### src/rtl/mgmt_storage_arbiter.sv
// Wishbone plus read-only requester sharing BANKS single-port SRAM blocks under round-robin arbitration.
// Optional macro STORAGE_ARB_WB_ERR_EN: an out-of-range WB bank answers with wb_err_o instead of wb_ack_o.
module mgmt_storage_arbiter #(
    parameter int BANKS  = 2,
    parameter int ADDR_W = 8,
    parameter int RD_LAT = 1,
    localparam int BANK_W = (BANKS > 1) ? $clog2(BANKS) : 1
) (
    input  logic                     core_clk,
    input  logic                     core_rstn,
    input  logic                     wb_cyc_i,
    input  logic                     wb_stb_i,
    input  logic                     wb_we_i,
    input  logic [3:0]               wb_sel_i,
    input  logic [31:0]              wb_adr_i,
    input  logic [31:0]              wb_dat_i,
    output logic                     wb_ack_o,
    output logic [31:0]              wb_dat_o,
    output logic                     wb_err_o,
    input  logic                     ro_req_i,
    input  logic [BANK_W+ADDR_W-1:0] ro_addr_i,
    output logic                     ro_gnt_o,
    output logic                     ro_valid_o,
    output logic [31:0]              ro_rdata_o,
    output logic [BANKS-1:0]         mem_ena_o,
    output logic [BANKS-1:0]         mem_wen_o,
    output logic [BANKS*4-1:0]       mem_wen_mask_o,
    output logic [ADDR_W-1:0]        mem_addr_o,
    output logic [31:0]              mem_wdata_o,
    input  logic [BANKS*32-1:0]      mem_rdata_i
);

`ifdef STORAGE_ARB_WB_ERR_EN
    localparam bit ERR_EN = 1'b1;
`else
    localparam bit ERR_EN = 1'b0;
`endif

    typedef enum logic [1:0] {IDLE, ISSUE, WAIT, RESP} state_t;

    state_t            state;
    logic              last_ro, cur_ro, cur_we, cur_oor, wb_lost, err_q;
    logic [BANK_W-1:0] cur_bank;
    logic [1:0]        wait_cnt;

    logic              wb_req, pick_ro, sel_oor, wb_gone;
    logic [BANK_W-1:0] wb_bank, ro_bank, sel_bank;
    logic [ADDR_W-1:0] sel_word;
    logic [BANKS-1:0]  sel_hot;
    logic [BANKS*4-1:0] sel_mask;
    logic [31:0]       rd_slice;

    wire unused_adr = &{1'b0, wb_adr_i[31:ADDR_W+BANK_W+2], wb_adr_i[1:0]};

    assign wb_req   = wb_cyc_i & wb_stb_i;
    assign wb_bank  = wb_adr_i[ADDR_W+BANK_W+1:ADDR_W+2];
    assign ro_bank  = ro_addr_i[BANK_W+ADDR_W-1:ADDR_W];
    // last_ro set means RO had the previous grant, so a contending WB wins
    assign pick_ro  = ro_req_i & (~wb_req | ~last_ro);
    assign sel_bank = pick_ro ? ro_bank : wb_bank;
    assign sel_word = pick_ro ? ro_addr_i[ADDR_W-1:0] : wb_adr_i[ADDR_W+1:2];
    assign sel_oor  = int'(sel_bank) >= BANKS;
    assign wb_gone  = wb_lost | ~wb_cyc_i;
    assign wb_err_o = err_q;

    // An out-of-range bank matches no slot: no enable, and read data falls back to 0
    always_comb begin
        sel_hot  = '0;
        sel_mask = '0;
        rd_slice = '0;
        for (int b = 0; b < BANKS; b++) begin
            sel_hot[b] = (sel_bank == BANK_W'(b));
            sel_mask[b*4 +: 4] = sel_hot[b] ? wb_sel_i : 4'b0;
            if (cur_bank == BANK_W'(b))
                rd_slice = mem_rdata_i[b*32 +: 32];
        end
    end

    always_ff @(posedge core_clk) begin
        if (!core_rstn) begin
            state          <= IDLE;
            last_ro        <= 1'b1;
            cur_ro         <= 1'b0;
            cur_we         <= 1'b0;
            cur_oor        <= 1'b0;
            wb_lost        <= 1'b0;
            err_q          <= 1'b0;
            cur_bank       <= '0;
            wait_cnt       <= '0;
            wb_ack_o       <= 1'b0;
            wb_dat_o       <= '0;
            ro_gnt_o       <= 1'b0;
            ro_valid_o     <= 1'b0;
            ro_rdata_o     <= '0;
            mem_ena_o      <= '0;
            mem_wen_o      <= '0;
            mem_wen_mask_o <= '0;
            mem_addr_o     <= '0;
            mem_wdata_o    <= '0;
        end else begin
            wb_ack_o       <= 1'b0;
            err_q          <= 1'b0;
            ro_gnt_o       <= 1'b0;
            ro_valid_o     <= 1'b0;
            mem_ena_o      <= '0;
            mem_wen_o      <= '0;
            mem_wen_mask_o <= '0;
            mem_addr_o     <= '0;
            mem_wdata_o    <= '0;
            if (state != IDLE && !cur_ro && !wb_cyc_i)
                wb_lost <= 1'b1;

            case (state)
                IDLE: begin
                    if (wb_req || ro_req_i) begin
                        state      <= ISSUE;
                        wb_lost    <= 1'b0;
                        cur_ro     <= pick_ro;
                        last_ro    <= pick_ro;
                        cur_bank   <= sel_bank;
                        cur_we     <= !pick_ro && wb_we_i;
                        cur_oor    <= sel_oor;
                        ro_gnt_o   <= pick_ro;
                        mem_addr_o <= sel_word;
                        mem_ena_o  <= sel_hot;
                        if (!pick_ro && wb_we_i) begin
                            mem_wen_o      <= sel_hot;
                            mem_wen_mask_o <= sel_mask;
                            mem_wdata_o    <= wb_dat_i;
                        end
                    end
                end
                ISSUE: begin
                    if (cur_we || (!cur_ro && cur_oor)) begin
                        state <= RESP;
                        if (!wb_gone) begin
                            if (cur_oor && ERR_EN)
                                err_q <= 1'b1;
                            else
                                wb_ack_o <= 1'b1;
                        end
                        if (cur_oor && !cur_we && !ERR_EN)
                            wb_dat_o <= '0;
                    end else begin
                        state    <= WAIT;
                        wait_cnt <= 2'(RD_LAT - 1);
                    end
                end
                WAIT: begin
                    if (wait_cnt != 2'd0) begin
                        wait_cnt <= wait_cnt - 2'd1;
                    end else begin
                        state <= RESP;
                        if (cur_ro) begin
                            ro_valid_o <= 1'b1;
                            ro_rdata_o <= rd_slice;
                        end else begin
                            wb_dat_o <= rd_slice;
                            wb_ack_o <= !wb_gone;
                        end
                    end
                end
                default: state <= IDLE;
            endcase
        end
    end

endmodule

### config.mk
export PLATFORM = sky130hd
export DESIGN_NAME = mgmt_storage_arbiter
export DESIGN_NICKNAME = d
export VERILOG_FILES = /design/src/rtl/mgmt_storage_arbiter.sv
export SDC_FILE = /design/constraint.sdc
export NUM_CORES = 1
export LEC_CHECK = 0
export CORE_MARGIN = 4
export CORE_UTILIZATION = 34
export DETAILED_ROUTE_END_ITERATION = 10
export GPL_ROUTABILITY_DRIVEN = 0
export PLACE_DENSITY = 0.76
export SETUP_SLACK_MARGIN = 0.5
export SLEW_MARGIN = 30
export SYNTH_ARGS = -nofsm -noshare
export SYNTH_HDL_FRONTEND = slang
export SYNTH_SLANG_ARGS = --single-unit
### constraint.sdc
create_clock -name core_clk -period 1.65 [get_ports core_clk]
set_input_delay 0.33 -clock core_clk [delete_from_list [all_inputs] [get_ports core_clk]]
set_output_delay 0.33 -clock core_clk [all_outputs]
set_load 0.01 [all_outputs]
-- Word-level counts from Yosys, hierarchy flattened
Cells that the tools add are included.
Widths: inputs -> output; s select.
- memory bits (read-only): 0
- output and inout port bits: 120
- memories kept: 0
- logic and storage cells: 86
- input port bits: 147
- register bits: 128
- RAM bits: 0
- bits in latches: 0
- eq/ne operators: 8
- order comparisons: 0
- reductions and logical operators: 22
- div/mod/pow operators: 0
- multipliers: 0
- bitwise operators: 15
- add/subtract/negate cells: 1
- shift operators: 0
- muxes and demuxes: 22
- operator list (cell ; number):
    $mux 32 ; 4
    $ne 2x2->1 const B ; 6
    $not 1->1 ; 11
    $mux 1 ; 10
    $reduce_and 5->1 ; 2
    $reduce_and 3->1 ; 3
    $mux 2 ; 4
    $mux 8 ; 1
    $pmux 2 s3 ; 1
    $reduce_bool 2->1 ; 3
    $reduce_or 5->1 ; 1
    $logic_not 1->1 ; 4
    $pmux 2 s2 ; 1
    $reduce_and 2->1 ; 2
    $reduce_and 4->1 ; 1
    $logic_and 1x1->1 ; 3
    $reduce_or 3->1 ; 1
    $and 1x1->1 ; 2
    $eq 2x1->1 const B ; 1
    $eq 2x2->1 const B ; 1
    $logic_not 2->1 ; 1
    $or 1x1->1 ; 2
    $pmux 1 s2 ; 1
    $sub 2x1->2 const B ; 1
    $logic_or 1x1->1 ; 1

-- Depth between registers and ports, before layout
Gate-level depths: netlist (run 1).
- depth after elaboration: 8
- gate-level depth with buffers: 8
- depth with buffers taken out: 5

-- Worst setup path after synthesis (run 1)
OpenSTA, ideal clock, no wires.
- path type: register to register
- start point: reg state[0]
- end point: reg cur_we
- arrival time: 1.434 ns
- data required time: 1.535 ns
- setup slack: 0.100 ns
- clock period less this slack: 1.550 ns
- cell stages (with the launch flop): 9
- setup time: 0.115 ns
- path buffers: 3
- cells stage by stage: dfxtp_1 -> inv_1 -> ha_1 -> buf_6 -> and3_1 -> and3_1 -> buf_6 -> buf_6 -> a31o_1
- word-level cells in the longest chain between the ends: 2
- RTL lines (element ; RTL line ; source):
    start, declared ; 41 ; state_t state;
    start signal, assigned ; 81 ; state <= IDLE;
    start signal, assigned ; 116 ; state <= ISSUE;
    start signal, assigned ; 135 ; state <= RESP;
    $logic_not 2->1 ; 113 ; case (state)
    $reduce_and 2->1 (no source line) ; -- ;
    end signal, assigned ; 121 ; cur_we <= !pick_ro && wb_we_i;
    end, declared ; 42 ; logic last_ro, cur_ro, cur_we, cur_oor, wb_lost, err_q;
Every way passes these cells.
A chain may end at the register's enable or synchronous reset.

-- Worst setup path in the final report (run 1)
- start point: reg state[1]
- end point: reg wb_dat_o[0]
- word-level cells in the longest chain between the ends: 3
- elaborated cells on any way between the ends: 8
- those cells by class: 5 x eq/ne; 1 x bitwise; 2 x reduce/logical
- RTL lines (element ; RTL line ; source):
    $eq 2x2->1 / $eq 2x1->1 (equally long branches) ; 113 ;
    $ne 2x2->1 (no source line), or another cell as far along ; -- ;
    $reduce_and 5->1 (no source line) * ; -- ;
    end signal, assigned ; 158 ; wb_dat_o <= rd_slice;
    end, declared ; 18 ; output logic [31:0] wb_dat_o,
Every way passes the cells marked *; elsewhere a longest branch is shown, timed or not.

==> qor.txt, run 1 <==
STATUS
----------------------------------------------------------------------------------------
Run status ................................................................ complete, no violations

POWER AND IR DROP
----------------------------------------------------------------------------------------
Switching part of the total power .........................................        31.6%
Worst voltage drop across the vdd grid ....................................   0.000604 V
Total internal power ......................................................      8.18 mW
Combinational share of power ..............................................        38.5%
Portion of total power attributed to the clock network ....................        28.2%
Reported leakage power ....................................................      3.91 nW
Sequential power share ....................................................        33.3%
Net load switching power ..................................................      3.79 mW
Power density of the placed cells .........................................  1260 nW/µm²

CRITICAL PATH
----------------------------------------------------------------------------------------
Capturing element type of the critical path ...............................         flop
Maximum cell stage delay along the critical path ..........................      0.43 ns
Category of cells accounting for the largest share of critical-path delay . simple AND/OR/NAND/NOR gates
Endpoint arrival time on the critical path ................................      1.89 ns
Ordered list of cells on the worst path ................................... inv_4, ha_4, and4bb_4, buf_12, buf_16, nor2_1, a211oi_1
Slowest CP cell ...........................................................     and4bb_4
Top fanout value on the critical path .....................................            7
Buffers plus inverters on the worst setup path ............................            3
Critical path startpoint category .........................................         flop
Type of the setup path with the least slack ...............................      reg2reg
Worst endpoint required time ..............................................      1.96 ns
R2R Setup Slk .............................................................      0.07 ns

YOSYS
----------------------------------------------------------------------------------------
Share of cell area taken by muxes after synthesis .........................        7.53%
Net count of the mapped netlist ...........................................          607
Post-synth EDFFs ..........................................................            0
Mapped Area ...............................................................     4670 µm²
Fraction of synthesis flops using an asynchronous set or reset pin ........           0%
Post-Syn Area per Cell ....................................................     10.3 µm²
Count of distinct cell types in the synthesized netlist ...................           37
Count of warnings emitted by yosys ........................................            0
Largest family of logic cells by synthesized area ......................... compound AO/OA/AOI/OAI gates
Area fraction in compound gates after synthesis ...........................        15.6%
Number of instances in the synthesized netlist ............................          455
Sequential cell area fraction in the yosys report .........................        54.9%
Adder and majority cell fraction of the synthesized area ..................        1.34%
Simple-gate portion of the synthesized area ...............................        14.9%
Flip-flop and latch count after synthesis .................................          128
Xor and xnor area share after synthesis ...................................           0%
Main synth FF type ........................................................      dfxtp_1

FLOORPLANNING
----------------------------------------------------------------------------------------
Die outline area ..........................................................    15700 µm²
I/O pin count .............................................................          267
Count of standard-cell rows ...............................................           42
Core box area .............................................................    13300 µm²
Die H .....................................................................       125 µm
Initial core utilization ..................................................        35.0%
Die X .....................................................................       125 µm

STA
----------------------------------------------------------------------------------------
Setup ws final ............................................................    0.0700 ns
Number of slew-limit violations in the final report .......................            0
Clock skew after layout ...................................................   0.00916 ns
Time the final worst path needs with I/O delays and setup .................      1.58 ns
Setup repair after global routing missed its margin .......................          yes
Fmax ......................................................................      633 MHz
Final hold violations .....................................................            0
Total of endpoints with negative setup slack in the final report ..........            0
Final worst path period share .............................................        95.8%

CLOCK TREE
----------------------------------------------------------------------------------------
Clock sink count ..........................................................          128
Clock slew at the register clock pins of the worst setup and hold paths ...      0.06 ns
Number of H-tree branching levels .........................................            4
Number of CTS-inserted buffers ............................................           17
Largest buffer count on any clock path ....................................            2
Clock latency at the later pin of the worst-skew pair .....................      0.41 ns
CTS tree ..................................................................        built
CTS root buffer ...........................................................    clkbuf_16

PLACEMENT
----------------------------------------------------------------------------------------
Post-DP HPWL ..............................................................      10.3 mm
Placed Area ...............................................................     7340 µm²
Setup slack after placement ...............................................    -0.134 ns
IO Port Bufs ..............................................................          242

GLOBAL ROUTING
----------------------------------------------------------------------------------------
Via count of the first global-routing pass ................................         4579
Total overflow reported by the global router ..............................            0
Wire length of the first global-routing pass ..............................      25.0 mm
Pin count of the biggest net entering global routing ......................           43
Antenna violations before repair ..........................................            0
Aggregate global-route resource usage .....................................        20.0%

LAYOUT
----------------------------------------------------------------------------------------
Total of fill cells in the finished design ................................          932
Count of nets after finishing .............................................          914
Antenna diodes ............................................................            0
Area of all placed cells without fillers ..................................     9530 µm²
Proportion of layout cells with a drive suffix above 1 ....................        57.9%
Area occupied by registers ................................................     2710 µm²
Area of the multi-input gates .............................................     2450 µm²
Layout overhead on the synthesized area ...................................         104%

RUN
----------------------------------------------------------------------------------------
Max-cap check violation count .............................................            0

WORST HOLD PATH
----------------------------------------------------------------------------------------
Worst min path class ......................................................       in2reg

ROUTE
----------------------------------------------------------------------------------------
Routed wire length ........................................................      18.4 mm
Antenna violation net count after detailed routing ........................            0
Vias ......................................................................         4735
Via density per instance ..................................................         4.98
Wire length per cell after detailed routing ...............................      19.4 µm
Number of iterations in the first detailed-routing pass ...................            4
Iter 0 DRT Violations .....................................................          215
Number of remaining DRC errors ............................................            0

[flip-flops by register name, summed over array words and instances, names as in the netlist]
| name | count |
|---|---|
| cur_bank | 1 |
| mem_wen_mask_o | 8 |
| cur_we | 1 |
| mem_ena_o | 2 |
| cur_ro | 1 |
| wb_dat_o | 32 |
| wb_lost | 1 |
| mem_addr_o | 8 |
| mem_wen_o | 2 |
| wb_ack_o | 1 |
| ro_valid_o | 1 |
| wait_cnt | 2 |
| state | 2 |
| ro_rdata_o | 32 |
| ro_gnt_o | 1 |
| mem_wdata_o | 32 |
| last_ro | 1 |
[worst paths after layout]
check	startpoint	endpoint	depth (start not counted)
setup / recovery	state[1]$_SDFFE_PN0P_	wb_dat_o[0]$_SDFFE_PN0P_	7
hold / removal	wb_cyc_i	wb_ack_o$_SDFF_PN0_	2
setup reg to reg	state[1]$_SDFFE_PN0P_	wb_dat_o[0]$_SDFFE_PN0P_	7
hold reg to reg	wb_lost$_SDFF_PN0_	wb_ack_o$_SDFF_PN0_	1
[cell families (layout without fill, tap and decap cells)]
group                      Yosys count  count (layout)
DFF                                128             128
and+or+nand+nor                    140             142
AOI/OAI and AO/OA                  103             103
other                                1               1
muxes                               35              35
buffers and inverters               43             361
adders and majority gates            5               5
[final cells by class]
| type | count | share of cell area, % |
|---|---|---|
| repair buffers | 322 | 37.5 |
| flip-flops and latches | 128 | 28.4 |
| well taps | 176 | 2.31 |
| clock inverters | 13 | 0.959 |
| inverters | 7 | 0.328 |
| multi-input cells | 286 | 25.7 |
| clock buffers | 19 | 4.75 |
[cell usage in the layout, fill, tap and decap left out, types with 23 or more instances in the layout]
master / n
clkdlybuf4s50_1: 120
buf_6: 108
dfxtp_2: 90
a211oi_2: 45
nor2_1: 42
buf_4: 36
mux2i_1: 34
dfxtp_1: 30
buf_2: 24
clkbuf_16: 23
[repair_timing]
| action | 4_1_cts | 5_1_grt |
|---|---|---|
| buffers inserted | 9 | 28 |
| hold endpoints to repair | 0 | 0 |
| endpoints found under the setup margin | 244 | 245 |
| gates resized for setup | 667 | 183 |
| pin swaps | 13 | 39 |
| gates cloned | 12 | 11 |
| hold buffers | 0 | 0 |
[per-layer routing]
layer  wire length (µm)  track usage [%]  share of wire (%)  up-vias
li1                   -                -                  -     2245
met1               7190             22.5                 39     2314
met2              10000             36.8                 55      146
met3                787             4.86                4.3       30
met4                380             7.33                2.1        0
met5                  0                0                  0        -
[cell usage after synthesis (6+ instances only)]
cell type	n	share of area, %
mux2i_1	34	7.3
buf_6	7	1.7
and2_1	36	4.8
buf_2	15	1.6
nor2_1	67	5.4
buf_4	9	1.4
nand3_1	11	1.2
inv_1	6	0.48
a21oi_1	12	1.3
nand2_1	8	0.64
o21ai_0	12	1.3
a211oi_1	65	10
dfxtp_1	128	55
[power groups by stage]
stage	clock, mW	combinational, mW	sequential [mW]
final	3.37	4.61	3.98
after global routing	3.57	4.88	4.03
after CTS	3.42	3.72	3.92
after detailed placement	0	2.99	3.85
after global placement	0	2.90	3.82
after floorplan	0	1.41	4.01
[stage by stage]
stage	TNS [ns]	hold slack (ns)	power (mW)	instances	util, %
2_1_floorplan	0	0.391	5.42	455	-
3_3_place_gp	-2.64	0.413	6.72	859	55.0
3_5_place_dp	-4.12	0.414	6.83	859	55.0
4_1_cts	0	0.420	11.1	912	63.3
5_1_grt	-0.00786	0.343	12.5	951	71.4
6_report	0	0.352	12.0	951	71.4
No activity file was read; power rests on OpenSTA's default activity.
==> inputs of run 2 (changes only) <==
--- a/config.mk
+++ b/config.mk
@@ -5,11 +5,12 @@
 export SDC_FILE = /design/constraint.sdc
 export NUM_CORES = 1
 export LEC_CHECK = 0
+export ABC_AREA = 1
 export CORE_MARGIN = 4
-export CORE_UTILIZATION = 34
+export CORE_UTILIZATION = 35
 export DETAILED_ROUTE_END_ITERATION = 10
 export GPL_ROUTABILITY_DRIVEN = 0
-export PLACE_DENSITY = 0.76
+export PLACE_DENSITY = 0.82
 export SETUP_SLACK_MARGIN = 0.5
 export SLEW_MARGIN = 30
 export SYNTH_ARGS = -nofsm -noshare
==> run 2 against run 1 <==
Net effect: count of clock-buffer cells in the layout is 1 lower; register-to-register slack better by 0.16 ns; clock skew is 0.0012 ns lower; core utilization is 2.1 points lower; cell count is 16% higher; routed wire length is 1.5% lower; total power is 1.5% lower; non-clock buffer count is 32 lower; via count is 9.3% higher; synthesized cell count is 40% higher; combinational power is 13% lower; sequential share of layout area is 0.56 points higher; critical endpoint is now wb_dat_o[12]$_SDFFE_PN0P_; largest power group unchanged.
==> qor.txt, run 2 <==
LAYOUT
--------------------------------------------------------------------------------------
Commonest non-fill, non-tap cell in the layout .......................... clkdlybuf4s50_1
Proportion of layout cells with a drive suffix above 1 ..................        45.2%   -13 points
Count of nets after finishing ...........................................         1063   +16%
Area of all placed cells without fillers ................................     9320 µm²   -2.2%
Total of fill cells in the finished design ..............................          965   +3.5%
Antenna diodes ..........................................................            0   unchanged
Layout overhead on the synthesized area .................................        90.8%
Highest-count cells in the layout ignoring fill and taps ................ clkdlybuf4s50_1, buf_6, dfxtp_2, nand2_1, nor2_1
Largest regs ............................................................ mem_wdata_o (32), ro_rdata_o (32), wb_dat_o (32)
Fin util ................................................................        69.3%   -2.1 points

CRITICAL PATH
--------------------------------------------------------------------------------------
Depth of the most critical reg-to-reg path ..............................            8   +1
Worst endpoint required time ............................................      1.95 ns   about the same
Top fanout value on the critical path ...................................           32   +25
Endpoint arrival time on the critical path ..............................      1.73 ns   -0.16 ns
Capturing element type of the critical path .............................         flop
Type of the setup path with the least slack .............................      reg2reg
Critical path startpoint category .......................................         flop

STATUS
--------------------------------------------------------------------------------------
Run status .............................................................. complete, no violations

GLOBAL ROUTING
--------------------------------------------------------------------------------------
Antenna violations before repair ........................................            0   unchanged
Total overflow reported by the global router ............................            0   unchanged
Pin count of the biggest net entering global routing ....................           65   +51%
Via count of the first global-routing pass ..............................         4910   +7.2%
Wire length of the first global-routing pass ............................      25.1 mm   +0.36%
Aggregate global-route resource usage ...................................        20.1%   +0.079 points

YOSYS
--------------------------------------------------------------------------------------
Count of distinct cell types in the synthesized netlist .................           27   -27%
Sequential cell area fraction in the yosys report .......................        52.5%   -2.4 points
Post-synth EDFFs ........................................................            0   unchanged
Post-Syn Area per Cell ..................................................     7.64 µm²   -26%
Leading post-synthesis cells by instance count .......................... dfxtp_1, nand2_1, nor2_1
Fraction of synthesis flops using an asynchronous set or reset pin ......           0%   unchanged
Flip-flop and latch count after synthesis ...............................          128   unchanged
Main synth FF type ......................................................      dfxtp_1
Number of instances in the synthesized netlist ..........................          639   +40%
Cell taking the most area after synthesis ...............................      dfxtp_1
Most used standard cell by instance count after synthesis ...............      dfxtp_1
Net count of the mapped netlist .........................................          791   +30%
Largest cells by area after synthesis ................................... dfxtp_1, nand2_1, nor2_1
Mapped Area .............................................................     4880 µm²   +4.6%
Count of warnings emitted by yosys ......................................            0   unchanged
Portion of synthesized cell area occupied by the leading cell type ......        52.5%   -2.4 points

FLOORPLANNING
--------------------------------------------------------------------------------------
Initial core utilization ................................................        36.3%   +1.3 points
Die H ...................................................................       126 µm   +0.74%
Count of standard-cell rows .............................................           42   unchanged
Die X ...................................................................       126 µm   +0.74%
I/O pin count ...........................................................          267   unchanged
Die outline area ........................................................    15900 µm²   +1.5%
Core box area ...........................................................    13500 µm²   +0.79%

CLOCK TREE
--------------------------------------------------------------------------------------
Clock slew at the register clock pins of the worst setup and hold paths .      0.06 ns   about the same
Number of H-tree branching levels .......................................            4   unchanged
Clock latency at the later pin of the worst-skew pair ...................      0.42 ns   about the same
CTS tree ................................................................        built
Clock sink count ........................................................          128   unchanged
Largest buffer count on any clock path ..................................            2   unchanged
Number of hold buffers added after cts ..................................            0   unchanged
CTS root buffer .........................................................    clkbuf_16
Number of CTS-inserted buffers ..........................................           17   unchanged

STA
--------------------------------------------------------------------------------------
Aggregate negative setup slack ..........................................         0 ns   unchanged
Slew at the pin with the worst max-slew slack ...........................     0.578 ns
Fmax ....................................................................      702 MHz   +11%
Setup repair after global routing missed its margin .....................          yes
Number of slew-limit violations in the final report .....................            0   unchanged
Time the final worst path needs with I/O delays and setup ...............      1.42 ns   -0.156 ns
Max_slew headroom .......................................................        61.1%
Worst hold slack after final layout .....................................     0.385 ns   +0.0329 ns
Clock skew after layout .................................................   0.00800 ns   -0.00116 ns
Final worst path period share ...........................................        86.3%   -9.4 points
Total of endpoints with negative setup slack in the final report ........            0   unchanged
Final hold violations ...................................................            0   unchanged

ROUTE
--------------------------------------------------------------------------------------
Via density per instance ................................................         4.71   -5.4%
Iter 0 DRT Violations ...................................................          239   +11%
Number of iterations in the first detailed-routing pass .................            4   unchanged
Wire length per cell after detailed routing .............................      16.5 µm   -15%
Number of remaining DRC errors ..........................................            0   unchanged
Antenna violation net count after detailed routing ......................            0   unchanged
Routed wire length ......................................................      18.1 mm   -1.5%
Vias ....................................................................         5177   +9.3%

POWER AND IR DROP
--------------------------------------------------------------------------------------
Power density of the placed cells .......................................  1260 nW/µm²   +0.71%
Reported leakage power ..................................................      4.03 nW   +3.2%
Worst voltage drop across the vdd grid ..................................    0.00101 V   +66%

PLACEMENT
--------------------------------------------------------------------------------------
Post-DP HPWL ............................................................      10.9 mm   +5.9%
Placed Area .............................................................     7510 µm²   +2.3%
IO Port Bufs ............................................................          242   unchanged

RUN
--------------------------------------------------------------------------------------
Max-cap check violation count ...........................................            0   unchanged

WORST HOLD PATH
--------------------------------------------------------------------------------------
Cell depth of the worst min-delay path ..................................            5   +3
Worst min path class ....................................................       in2reg

[run 2: changes by cell type after synthesis, moves of 34 or more]
cell      change
inv_1        +80
a211oi_1     -65
mux2i_1      -34
and2_1       -36
o21ai_0      +54
nand2_1      +98
[run 2: power by group]
part	total [mW]	switching [mW]	internal [mW]
Sequential	3.83	0.280	3.55
Clock	3.92	1.40	2.52
Combinational	4.03	2.03	2.01
Total	11.8	3.71	8.08
[run 2: path summary, 6_finish.rpt]
path | endpoint | startpoint | slack, ns
hold reg to reg | ro_rdata_o[20]$_SDFFE_PN0P_ | ro_rdata_o[20]$_SDFFE_PN0P_ | 0.46
hold / removal | wb_ack_o$_SDFF_PN0_ | wb_cyc_i | 0.39
setup / recovery | wb_dat_o[12]$_SDFFE_PN0P_ | wait_cnt[0]$_SDFFE_PN0P_ | 0.23
setup reg to reg | wb_dat_o[12]$_SDFFE_PN0P_ | wait_cnt[0]$_SDFFE_PN0P_ | 0.23
[run 2: per-layer routing]
| layer | GRT usage, % | share of wire [%] | up-vias |
|---|---|---|---|
| met1 | 19.8 | 35 | 2435 |
| met2 | 37.5 | 55 | 184 |
| li1 | - | - | 2537 |
| met4 | 6.81 | 1.4 | 0 |
| met3 | 8.76 | 8.6 | 21 |
| met5 | 0 | 0 | - |
[run 2: layout make-up]
class | count | area [µm²] | area share [%]
clock buffers | 18 | 429 | 4.61
clock inverters | 13 | 188 | 2.01
inverters | 89 | 355 | 3.81
multi-input cells | 385 | 2280 | 24.5
flip-flops and latches | 128 | 2700 | 28.9
well taps | 176 | 220 | 2.36
repair buffers | 290 | 3150 | 33.8
[run 2: logic make-up (layout without fill, tap and decap cells)]
kind of cell	count (synthesis)	in the layout	share of synthesized area [%]
fa+ha+maj	5	5	1.28
simple gates	267	267	23.5
compound gates	112	112	11.6
other cells	1	1	0.0768
flops	128	128	52.5
buf+inv	126	410	11.1
[run 2: critical path, stage by stage, from the launching register on]
cell and delay (ns):
dfxtp_2 0.32, inv_2 0.08, ha_4 0.16, nand2_4 0.07, inv_8 0.09, nand3b_4 0.13
buf_12 0.19, o21ai_0 0.19, nor2_1 0.06
[run 2: timing repair]
action / in CTS / in global routing
gates cloned: 5 / 4
pin swaps: 8 / 36
setup endpoints to repair: 242 / 246
resized for setup: 680 / 153
buffers inserted: 9 / 17
[run 2: stage by stage]
step | total power, mW | setup slack (ns) | cells
detailed placement | 6.58 | -0.0858 | 1033
global route | 12.3 | 0.180 | 1099
CTS | 11.1 | 0.285 | 1078
global placement | 6.52 | -0.0232 | 1033
finish | 11.8 | 0.226 | 1099
floorplan | 5.29 | 0.419 | 639
==> patch 1, RTL diff (config.mk and constraints of run 2) <==
Change the parameter `ADDR_W` from 8 to 9.
--- a/src/rtl/mgmt_storage_arbiter.sv
+++ b/src/rtl/mgmt_storage_arbiter.sv
@@ -3,5 +3,5 @@
 module mgmt_storage_arbiter #(
     parameter int BANKS  = 2,
-    parameter int ADDR_W = 8,
+    parameter int ADDR_W = 9,
     parameter int RD_LAT = 1,
     localparam int BANK_W = (BANKS > 1) ? $clog2(BANKS) : 1
Ports: changed (resized mem_addr_o and ro_addr_i); port bits go from 267 to 269. No check against the original RTL was run, so the function may have changed too.
==> patch 1 against run 2 <==
Sequential cell count is 1 higher; cell count is 1.7% higher; cell area hardly changed; combinational power is 1% lower; total power is 0.35% higher; setup slack worse by 0.022 ns; sequential share of layout area is 0.18 points higher; area after synthesis is 0.20% higher; die area is 0.19% higher; critical path depth stayed put; wire length is 1.5% higher.
==> patch 1: results <==
placement:
  dp_slack_ns: -0.0684
  port_buffers: 245
  post-place-cells: 1045
  hpwlAfterDp_um: 11500
  dpl_cell_area_mm2: 0.00759
global_routing:
  grt_pass1_vias: 5022
  grt_pass1_wl_um: 25900
  grt_max_degree: 66
  grt.total_usage_pct: 20.6
timing:
  tightest_slew_ns: 0.488
yosys:
  synth_compound_area_share_pct: 11.7
  synth_adder_area_share_pct: 1.28
  synth_area_leaders: "dfxtp_1 53%, nand2_1 8.3%, nor2_1 8.1%, o21ai_0 6.8%, inv_1 6.4%"
  syn_avg_cell_area_um2: 7.61
  synth_nets: 796
drt:
  dr.first_iter.drc_count: 245
  wl_per_cell_um: 16.5
critical_path:
  slowest_stage: "dfxtp_4"
  crit_fanout: 8
  cpPeakStageDelay_ns: 0.36
layout:
  nFillCells: 1016
  layout-drive-gt1-share_pct: 45.1
pwr:
  pg_comb_uw: 3990
  ir_drop_mv: 1.18
  power.total_uw: 11800
  p_leak_uw: 0.00413
status:
  status: "finished, final reports clean"
## patch 1: cell types whose count changed after synthesis, sizes merged
cell / delta
a21oi: +1
clkinv: +1
dfxtp: +1
inv: -1
nand2: +2
## patch 1: critical path: cells and delay by family (launching register included)
family	cells	cell delay, ns
adder cells (fa/ha/maj)	1	0.16
buffers and inverters	4	0.43
AND/OR/NAND/NOR	3	0.40
flip-flops	1	0.36
## patch 1: worst paths after layout
check	start	to	slack (ns)
worst max-delay path	state[0]	mem_wdata_o[1]	0.20
worst min-delay path	wb_cyc_i	wb_ack_o	0.40
worst max register to register	state[0]	mem_wdata_o[1]	0.20
worst min register to register	ro_rdata_o[4]	ro_rdata_o[4]	0.46
## patch 1: layout make-up
| cell class | instances | area (µm²) | share of cell area (%) |
|---|---|---|---|
| clock buffers | 19 | 453 | 4.86 |
| clock inverters | 13 | 184 | 1.97 |
| inverters | 89 | 362 | 3.88 |
| multi-input cells | 388 | 2180 | 23.4 |
| flip-flops and latches | 129 | 2720 | 29.1 |
| well taps | 176 | 220 | 2.36 |
| repair buffers | 304 | 3210 | 34.4 |
## patch 1: what timing repair did
item                       in CTS  in global routing
gates cloned                    3                  8
setup endpoints to repair     245                248
pin swaps                       2                 21
buffers inserted               15                 15
gates resized for setup       688                127
## patch 1: logic make-up (layout without fill, tap and decap cells)
group | count (synthesis) | in the layout
adders and majority gates | 5 | 5
buffers and inverters | 126 | 425
AOI/OAI and AO/OA | 113 | 113
and+or+nand+nor | 269 | 269
other | 1 | 1
DFF | 129 | 129
## patch 1: layer usage
metal	wire length [µm]	vias up	global-route usage, %
met1	7150	2447	22.3
met2	9870	182	38.4
met3	1080	29	6.73
met5	0	-	0
met4	310	0	5.17
li1	-	2578	-
==> patch 2, RTL diff (flow settings as in run 2) <==
Without the edit above. Re-encode `state_t` (4 states) as one-hot, 4 bits wide.
--- a/src/rtl/mgmt_storage_arbiter.sv
+++ b/src/rtl/mgmt_storage_arbiter.sv
@@ -37,5 +37,5 @@
 `endif
 
-    typedef enum logic [1:0] {IDLE, ISSUE, WAIT, RESP} state_t;
+    typedef enum logic [3:0] {IDLE = 4'b0001, ISSUE = 4'b0010, WAIT = 4'b0100, RESP = 4'b1000} state_t;
 
     state_t            state;
Behaviour: same outputs for any inputs over 4 cycles, from zero or initial values and one cycle with core_rstn low; so few cycles prove little.
==> patch 2 against run 2 <==
Wire length grew 10%; sequential cell count up 2; sequential share of layout area decreased by 1.7 points; count of clock-buffer cells in the layout rose by 1; die area rose by 14%; cell area grew 7.9%; via count up 19%; area after synthesis grew 15%; setup slack better by 0.044 ns; first-iteration DRC count is 31% higher; critical endpoint is now wb_dat_o[18].
Power is not compared: it rests on default switching activity, and its combinational part moved more than twofold at a synthesized area within 25%.
==> patch 2: results <==
status:
  status: "finished, final reports clean"
layout:
  nFillCells: 1301
  layout-drive-gt1-share_pct: 35.9
  final_nets: 1291
  final_cells: 1371
drt:
  dr.first_iter.drc_count: 314
  met2WireLength_um: 10100
  drt-met1-wl_um: 7290
  vias: 6174
  wl_per_cell_um: 14.6
  first_pass_iters: 5
  wl_met3_um: 2020
global_routing:
  grt_use_met1_pct: 21.1
  gr-usage-met2_pct: 34.6
  grt_pass1_wl_um: 28200
  grt_max_degree: 71
  grt_pass1_vias: 5719
timing:
  clock_skew_ns: 0.00551
yosys:
  yosys-top-cells-count: "242 x nand2_1, 218 x inv_1, 130 x dfxtp_1"
  synth_nets: 1004
  synth_area_leaders: "dfxtp_1 46%, nand2_1 16%, inv_1 15%, nor2_1 5.8%, nand3_1 4.0%"
  syn_avg_cell_area_um2: 6.58
  ys_types: 24
  ys_seq_area_share_pct: 46.2
placement:
  hpwlAfterDp_um: 12100
  dp_slack_ns: -0.163
min_path:
  hold_depth: 2
critical_path:
  r2r_cells: 9
==> patch 2: repair_timing <==
| action | 4_1_cts | 5_1_grt |
|---|---|---|
| setup buffers | 20 | 14 |
| cloned | 7 | 8 |
| resized for setup | 653 | 148 |
| setup endpoints to repair | 246 | 249 |
| pin swaps | 5 | 39 |
==> patch 2: logic make-up after synthesis <==
| group | after synthesis | share of synthesized area (%) |
|---|---|---|
| buf+inv | 265 | 18.7 |
| other cells | 1 | 0.0666 |
| compound gates | 43 | 3.91 |
| flops | 130 | 46.2 |
| simple gates | 416 | 30.9 |
| fa+ha+maj | 1 | 0.222 |
==> patch 2: path summary, 6_finish.rpt <==
path / start / to / slack (ns)
worst min register to register: ro_rdata_o[23] / ro_rdata_o[23] / 0.44
worst min-delay path: core_rstn / last_ro / 0.17
worst max register to register: state[3] / wb_dat_o[18] / 0.27
worst max-delay path: state[3] / wb_dat_o[18] / 0.27
==> patch 2: final cells by class <==
class,instances,area [µm²],share of cell area (%)
Timing Repair inverter,1,8.76,0.0871
Timing Repair Buffer,308,3260,32.5
Clock buffer,19,453,4.50
Clock inverter,12,158,1.57
Multi-Input combinational cell,464,2320,23.1
Tap cell,216,270,2.69
Inverter,221,845,8.40
Sequential cell,130,2740,27.2
==> patch 2: critical path, stage by stage, from the launching register on <==
cell	delay, ns
dfxtp_2	0.34
inv_2	0.07
nand2_4	0.05
nor2_4	0.15
buf_6	0.13
nand3_4	0.15
buf_12	0.20
nand2_2	0.05
inv_1	0.04
nor2_1	0.10
==> patch 2: power by group <==
part	internal, µW	switching, µW	leakage (µW)
Clock	2450	1410	0.000291
Sequential	3220	44.3	0.00110
Combinational	677	714	0.00361
Total	6350	2170	0.00501
